==> config.mk <==
export PLATFORM = sky130hd
export DESIGN_NAME = pipeline_hazard_ctrl
export DESIGN_NICKNAME = d
export VERILOG_FILES = /design/src/rtl/pipeline_hazard_ctrl.sv
export SDC_FILE = /design/constraint.sdc
export NUM_CORES = 1
export LEC_CHECK = 0
export BUFFER_PORTS_ARGS = -buffer_cell sky130_fd_sc_hd__clkbuf_2
export CAP_MARGIN = 20
export CORE_UTILIZATION = 25
export DETAILED_ROUTE_END_ITERATION = 7
export HOLD_SLACK_MARGIN = 0.08
export PLACE_DENSITY = 0.45
export SLEW_MARGIN = 25
export SYNTH_ARGS = -nofsm -noshare
export SYNTH_HDL_FRONTEND = slang
export SYNTH_SLANG_ARGS = --single-unit
==> constraint.sdc <==
create_clock -name clk -period 2.75 [get_ports clk]
set_input_delay 0.1375 -clock clk [delete_from_list [all_inputs] [get_ports clk]]
set_output_delay 0.1375 -clock clk [all_outputs]
set_load 0.02 [all_outputs]
==> src/rtl/pipeline_hazard_ctrl.sv <==
// Central stall/flush/halt controller for the 5-stage pipeline: load-use and
// branch hazards, multi-cycle memory waits with timeout, HLT drain and halt.
module pipeline_hazard_ctrl #(
  parameter int MEM_TIMEOUT  = 16,
  parameter int DRAIN_CYCLES = 3,
  parameter int CNT_W        = 16
) (
  input  logic             clk,
  input  logic             rst,
  input  logic [4:0]       ID_s_reg,
  input  logic [4:0]       ID_t_reg,
  input  logic             ID_use_s,
  input  logic             ID_use_t,
  input  logic             ID_hlt,
  input  logic [4:0]       EX_dst_reg,
  input  logic             EX_use_dst_reg,
  input  logic             EX_mem_re,
  input  logic             EX_branch_taken,
  input  logic             MEM_mem_access,
  input  logic             mem_rdy,
  output logic             pc_stall,
  output logic             IF_ID_stall,
  output logic             IF_ID_flush,
  output logic             ID_EX_stall,
  output logic             ID_EX_flush,
  output logic             EX_MEM_stall,
  output logic             MEM_WB_flush,
  output logic             hlt,
  output logic             mem_err,
  output logic [CNT_W-1:0] stall_cnt
);

  localparam int WAIT_W  = $clog2(MEM_TIMEOUT + 2);
  localparam int DRAIN_W = $clog2(DRAIN_CYCLES + 1);

  typedef enum logic [1:0] {RUN, MEM_WAIT, DRAIN, HALT} state_e;

  state_e             state_q, state_d;
  logic [WAIT_W-1:0]  wait_cnt_q, wait_cnt_d;
  logic [DRAIN_W-1:0] drain_cnt_q, drain_cnt_d;
  logic               mem_err_q, mem_err_d;
  logic [CNT_W-1:0]   stall_cnt_q, stall_cnt_d;

  logic load_use, mem_stall;

  assign load_use = EX_mem_re && EX_use_dst_reg && (EX_dst_reg != 5'd0) &&
                    ((ID_use_s && (ID_s_reg == EX_dst_reg)) ||
                     (ID_use_t && (ID_t_reg == EX_dst_reg)));
  assign mem_stall = MEM_mem_access && !mem_rdy;

  always_comb begin
    state_d      = state_q;
    wait_cnt_d   = wait_cnt_q;
    drain_cnt_d  = drain_cnt_q;
    mem_err_d    = mem_err_q;
    pc_stall     = 1'b0;
    IF_ID_stall  = 1'b0;
    IF_ID_flush  = 1'b0;
    ID_EX_stall  = 1'b0;
    ID_EX_flush  = 1'b0;
    EX_MEM_stall = 1'b0;
    MEM_WB_flush = 1'b0;
    hlt          = 1'b0;
    unique case (state_q)
      RUN: begin
        if (mem_stall) begin
          {pc_stall, IF_ID_stall, ID_EX_stall, EX_MEM_stall, MEM_WB_flush} = '1;
          state_d    = MEM_WAIT;
          wait_cnt_d = WAIT_W'(1);
        end else if (EX_branch_taken) begin
          // Squashes anything younger, including a load-use or HLT in ID.
          IF_ID_flush = 1'b1;
          ID_EX_flush = 1'b1;
        end else if (load_use) begin
          {pc_stall, IF_ID_stall, ID_EX_flush} = '1;
        end else if (ID_hlt) begin
          {pc_stall, IF_ID_stall, ID_EX_flush} = '1;
          state_d     = DRAIN;
          drain_cnt_d = '0;
        end
      end
      MEM_WAIT: begin
        if (!mem_rdy) begin
          {pc_stall, IF_ID_stall, ID_EX_stall, EX_MEM_stall, MEM_WB_flush} = '1;
          wait_cnt_d = wait_cnt_q + WAIT_W'(1);
          if (wait_cnt_q == WAIT_W'(MEM_TIMEOUT)) begin
            mem_err_d = 1'b1;
            state_d   = HALT;
          end
        end else begin
          state_d = RUN;
        end
      end
      DRAIN: begin
        if (mem_stall) begin
          {pc_stall, IF_ID_stall, ID_EX_stall, EX_MEM_stall, MEM_WB_flush} = '1;
        end else begin
          {pc_stall, IF_ID_stall, ID_EX_flush} = '1;
          drain_cnt_d = drain_cnt_q + DRAIN_W'(1);
          if (drain_cnt_q == DRAIN_W'(DRAIN_CYCLES - 1)) state_d = HALT;
        end
      end
      HALT: begin
        {hlt, pc_stall, IF_ID_stall, ID_EX_stall, EX_MEM_stall} = '1;
      end
      default: state_d = RUN;
    endcase
    // Reset forces every control low in the same cycle it is asserted.
    if (rst) begin
      {pc_stall, IF_ID_stall, IF_ID_flush, ID_EX_stall, ID_EX_flush} = '0;
      {EX_MEM_stall, MEM_WB_flush, hlt} = '0;
    end
    stall_cnt_d = (pc_stall && (stall_cnt_q != '1)) ? stall_cnt_q + CNT_W'(1)
                                                    : stall_cnt_q;
  end

  always_ff @(posedge clk) begin
    if (rst) begin
      state_q     <= RUN;
      wait_cnt_q  <= '0;
      drain_cnt_q <= '0;
      mem_err_q   <= 1'b0;
      stall_cnt_q <= '0;
    end else begin
      state_q     <= state_d;
      wait_cnt_q  <= wait_cnt_d;
      drain_cnt_q <= drain_cnt_d;
      mem_err_q   <= mem_err_d;
      stall_cnt_q <= stall_cnt_d;
    end
  end

  assign mem_err   = mem_err_q && !rst;
  assign stall_cnt = stall_cnt_q;

endmodule

**Word level (Yosys, flattened, before mapping)**

Index checks and enable logic that the tools add are counted.

- Word-level logic and storage cells: 92
- Flip-flop bits (word level): 26
- Bits in read-only memories: 0
- Output and inout bits: 25
- RAM bits: 0
- Input port bits: 25
- Bits in latches: 0
- Memories: 0

- Muxes and demuxes: 41
- Shift operators: 0
- Divide/modulo/power cells: 0
- Add/subtract/negate cells: 3
- Order comparisons: 0
- Eq/ne operators: 20
- Multipliers: 0
- Bitwise gates (word level): 1
- Reductions and logical operators: 22

Operators by type and width:

| kind | number |
|---|---|
| 2-to-1 mux 2 bit | 13 |
| 2-to-1 mux 1 bit | 19 |
| adder 16 x 1 -> 16 bit (second input constant) | 1 |
| != test 16 bit (second input constant) | 1 |
| != test 2 bit (second input constant) | 8 |
| != test 3 bit (second input constant) | 4 |
| equality test 5 bit | 2 |
| 2-to-1 mux 5 bit | 2 |
| case mux 5 bit (2 select lines) | 1 |
| logical AND 1 bit | 8 |
| AND reduction 7 bit | 1 |
| equality test 2 bit (second input constant) | 3 |
| case mux 1 bit (3 select lines) | 2 |
| case mux 2 bit (3 select lines) | 1 |
| AND reduction 3 bit | 2 |
| AND reduction 6 bit | 1 |
| adder 5 x 1 -> 5 bit (second input constant) | 1 |
| equality test 5 bit (second input constant) | 1 |
| nonzero test 5 bit | 1 |
| case mux 1 bit (2 select lines) | 2 |
| case mux 2 bit (2 select lines) | 1 |
| nonzero test 2 bit | 2 |
| OR reduction 2 bit | 2 |
| nonzero test 3 bit | 1 |
| other kinds (6) | 7 |

**Longest topological paths before layout**

- Depth in word-level cells: 10
- Depth in mapped cells: 11

**Least setup slack after synthesis**

Ideal clock, no wire load.

- Kind: flip-flop to output port
- Start: register state_q[0]
- End: output port pc_stall
- Slack: 0.476 ns
- Arrival time: 2.137 ns
- Stages on the path, launching flop included: 9
- Required time: 2.612 ns
- Path through: dfxtp_1 -> inv_1 -> ha_1 -> buf_4 -> inv_1 -> nor3_2 -> o21ai_0 -> nor4b_1 -> buf_4

- Longest elaborated chain between the ends: 4
- Elaborated cells on any way between the ends: 7

Ends and longest elaborated chain:

| item | RTL line | text |
|---|---|---|
| from (decl) | 38 | `state_e state_q, state_d;` |
| from (signal assigned) | 125 | `state_q <= state_d;` |
| equality test 2 bit | n/a |  |
| OR reduction 2 bit (no source line) | n/a |  |
| case mux 1 bit (3 select lines) * | n/a |  |
| 2-to-1 mux 1 bit * | n/a |  |
| to (decl) | 21 | `output logic pc_stall,` |

Mark *: on every way between the ends. The rest lies on a longest branch, timed or not.

**Final worst setup path**

- Start: register state_q[0]
- End: register stall_cnt_q[14], in the netlist stall_cnt[14]

- Longest elaborated chain between the ends: 5
- Elaborated cells on any way between the ends: 8

Ends and longest elaborated chain:

| item | RTL line | text |
|---|---|---|
| equality test 2 bit | 64 | `unique case (state_q)` |
| OR reduction 2 bit (no source line) | n/a |  |
| case mux 1 bit (3 select lines) * | 64 |  |
| 2-to-1 mux 1 bit * | 109 | `if (rst) begin` |
| logical AND 1 bit * | 113 | `stall_cnt_d = (pc_stall && (stall_cnt_q != '1)) ? stall_cnt_q + CNT_W'(1)` |
| to (signal assigned) | 129 | `stall_cnt_q <= stall_cnt_d;` |
| to (decl) | 42 | `logic [CNT_W-1:0] stall_cnt_q, stall_cnt_d;` |

Marks and branches as above.
A chain may end at the register's enable or synchronous reset.

==> impl_metrics.tcl <==
set metrics [dict create \
    crit_slowest_cell "sky130_fd_sc_hd__dfxtp_1" \
    netSwitchingPower_w 0.000511 \
    mappedNetlistNets 240 \
    htree_num_levels 1 \
    count_of_state_elements_after_synthesis 26 \
    sequential_group_share_of_total_power_pct 33.0 \
    grt_usage_pct 12.0 \
    fillCellCount 748 \
    ys_warnings 0 \
    worst_setup_path_end_kind "flip-flop" \
    floorplan.die.height_um 85.7 \
    synth_area_um2 1750 \
    critical_path_arrival_ns 2.58 \
    detailroute.via_count 1700 \
    finalNetCount 291 \
    placed_cell_area_um2 2090 \
    via_per_inst 4.83 \
    clkTransAtPathRegs_ns 0.11 \
    stdcell_area_um2 2160 \
    clkSinkCount 26 \
    critical_path_required_ns 2.98 \
    placementRows 30 \
    post_synth_inst_count 206 \
    switching_share_pct 38.2 \
    critical_path.max_stage_delay_ns 0.41 \
    cts-buffers-inserted 3 \
    die_x_um 85.7 \
    worstPathCellList "inv_1 > ha_1 > inv_1 > nor3_2 > a2111oi_4 > nand3_2 > buf_4 > or4_1 > a21oi_1" \
    syn_area_per_cell_um2 8.50 \
    port-buffer-count 49 \
    rsz0062_at_grt "no" \
    antenna_found_initial 0 \
    wire_length_of_the_first_global_routing_pass_um 7080 \
    clock_skew_ns 0.0164 \
    fin_ws_ns 0.403 \
    drtPass1Iterations 4 \
    clock_tree_from_tritoncts "done" \
    power.ir.vdd_worst_mv 0.190 \
    ys_top_cells_by_count "sky130_fd_sc_hd__dfxtp_1, sky130_fd_sc_hd__nor2_1, sky130_fd_sc_hd__nand2_1, sky130_fd_sc_hd__a21oi_1" \
    final_hold_viol_count 0 \
    share_clk_of_total_power_pct 24.8 \
    fmax_ghz 0.426 \
    worst_slew_pin_slew_ns 0.606 \
    core-area_um2 6790 \
    detailedPlacementHpwl_um 3270 \
    yosys.cell_count.top_type "sky130_fd_sc_hd__dfxtp_1" \
    period_utilization_post_route_pct 85.3 \
    maxCapViolCount 0 \
    die_area_um2 7350 \
    top_level_ports 50 \
    clock_insertion_delay_worst_skew_ns 0.29 \
    timing.critical_path.fanout_max 9 \
    grt_start_max_net_pins 26 \
    yosys.area.top_type_share_pct 29.7 \
    crit_top_cell "sky130_fd_sc_hd__inv_1" \
    int_pwr_w 0.000827 \
    avgRoutedWirePerCell_um 12.4 \
    synth_flop_cell "sky130_fd_sc_hd__dfxtp_1" \
    antenna_cells 0 \
    timing.setup.tns_ns 0 \
    max_slew_vio_count 0 \
    yosysUniqueCellTypes 47 \
    totalWireLength_um 4370 \
    synth_enable_flop_cells 0 \
    worstSetupPathType "reg2reg" \
    count_of_cells_resized_by_post_cts_repair 0 \
    yosysSeqAreaShare_pct 29.7 \
    post_route_cells_drive_above_1_share_pct 27.0 \
    cts_hold_buffers 0 \
    cellLeakagePower_nw 0.862 \
    critPathLaunch "state_q[0]" \
    initial_utilization_pct 25.8 \
    remaining_drc_errors 0 \
    dp_worst_setup_slack_ns 0.401 \
    setup-violations-final 0 \
    post-cts-setup-buffer-count 0 \
    grt_overflow_total 0 \
    root_buffer_selected_by_cts "sky130_fd_sc_hd__clkbuf_8" \
    grt_pass1_vias 1571 \
    async_reset_ff_share_pct 0 \
    ctsLongestPathBuffers 2 \
    outcome "finished, final reports clean" \
    fin_crit_ns 2.35 \
    drtIter0Drc 56 \
    finalWeightedCongestion 0.738 \
    ant_nets 0 \
    setup.worst_path.start_class "flip-flop" \
    worst_hold_path_type "in2reg" \
    startpoint_of_the_tightest_hold_check_path "mem_rdy" \
    areaGrowthSynthToFinish_pct 23.4 \
    timing.max_slew.rel_slack_pct 59.0 \
    synth_top_area_cell "sky130_fd_sc_hd__dfxtp_1" \
    power.density_cell_area_nw_per_um2 619 \
    netlist_top_cells_area "sky130_fd_sc_hd__dfxtp_1, sky130_fd_sc_hd__ha_1, sky130_fd_sc_hd__xnor2_1, sky130_fd_sc_hd__o31ai_1, sky130_fd_sc_hd__a21oi_1" \
    comb_power_share_pct 42.2 \
    startpoint_of_the_worst_slack_reg_to_reg_timing_path "state_q[0]" \
]
==> sequential cells by signal, summed over array words and instances (netlist names) <==
signal / cells
stall_cnt: 16
mem_err_q: 1
drain_cnt_q: 2
wait_cnt_q: 5
state_q: 2
==> kinds of logic after synthesis <==
group	synth area share [%]
mux	1.14
compound gates	22.9
flops	29.7
buf+inv	6.64
fa+ha+maj	6.43
xor+xnor	7.00
simple gates	26.1
==> power by group through the flow <==
| stage | combinational (W) | clock [W] | sequential (W) |
|---|---|---|---|
| after floorplan | 0.000433 | 0 | 0.000451 |
| after global placement | 0.000564 | 0 | 0.000449 |
| after detailed placement | 0.000559 | 0 | 0.000451 |
| after CTS | 0.000566 | 0.000344 | 0.000441 |
| after global routing | 0.000622 | 0.000355 | 0.000448 |
| final | 0.000564 | 0.000332 | 0.000442 |
==> cell usage in the layout, fill, tap and decap left out, types with 7 or more instances in the layout <==
cell and count:
sky130_fd_sc_hd__a21oi_1 13, sky130_fd_sc_hd__buf_4 7, sky130_fd_sc_hd__clkbuf_2 49, sky130_fd_sc_hd__dfxtp_1 26, sky130_fd_sc_hd__ha_1 9, sky130_fd_sc_hd__inv_1 10
sky130_fd_sc_hd__nand2_1 16, sky130_fd_sc_hd__nand3_1 9, sky130_fd_sc_hd__nor2_1 17, sky130_fd_sc_hd__o21ai_0 9, sky130_fd_sc_hd__o31ai_1 9, sky130_fd_sc_hd__xnor2_1 10
==> worst max-delay path: cells and delay by family, from the launching register on <==
| family | cells | cell delay [ns] |
|---|---|---|
| simple gates | 3 | 0.71 |
| compound gates | 2 | 0.51 |
| buf+inv | 3 | 0.46 |
| fa+ha+maj | 1 | 0.22 |
| flops | 1 | 0.41 |
==> stage by stage <==
stage / utilization [%] / hold WS (ns) / instances / power (W)
after floorplan: - / 0.340 / 206 / 0.000883
after global routing: 31.8 / 0.287 / 352 / 0.00143
after detailed placement: 30.8 / 0.468 / 348 / 0.00101
after global placement: 30.8 / 0.464 / 348 / 0.00101
after CTS: 31.8 / 0.252 / 352 / 0.00135
final: 31.8 / 0.254 / 352 / 0.00134
==> metal layers <==
metal / up-vias / routed length (um) / GRT usage (%)
met4: 0 / 77 / 5.00
met3: 5 / 190 / 2.02
met2: 40 / 1880 / 19.1
met1: 793 / 2220 / 16.0
met5: - / 0 / 0
li1: 862 / - / -
==> final timing paths <==
check,endpoint,slack (ns),cells past startpoint
hold / removal,wait_cnt_q[1],0.25,3
hold reg to reg,drain_cnt_q[0],0.48,1
setup reg to reg,stall_cnt[14],0.40,9
setup / recovery,stall_cnt[14],0.40,9
==> final cells by class <==
| cell class | count | area [um2] | area share (%) |
|---|---|---|---|
| Multi-Input combinational cell | 160 | 1110 | 51.6 |
| Sequential cell | 26 | 520 | 24.1 |
| Timing Repair Buffer | 56 | 298 | 13.8 |
| Tap cell | 96 | 120 | 5.56 |
| Clock buffer | 3 | 41.3 | 1.91 |
| Inverter | 10 | 37.5 | 1.74 |
| Clock inverter | 1 | 30.0 | 1.39 |
No activity file was read; power rests on OpenSTA's default activity.
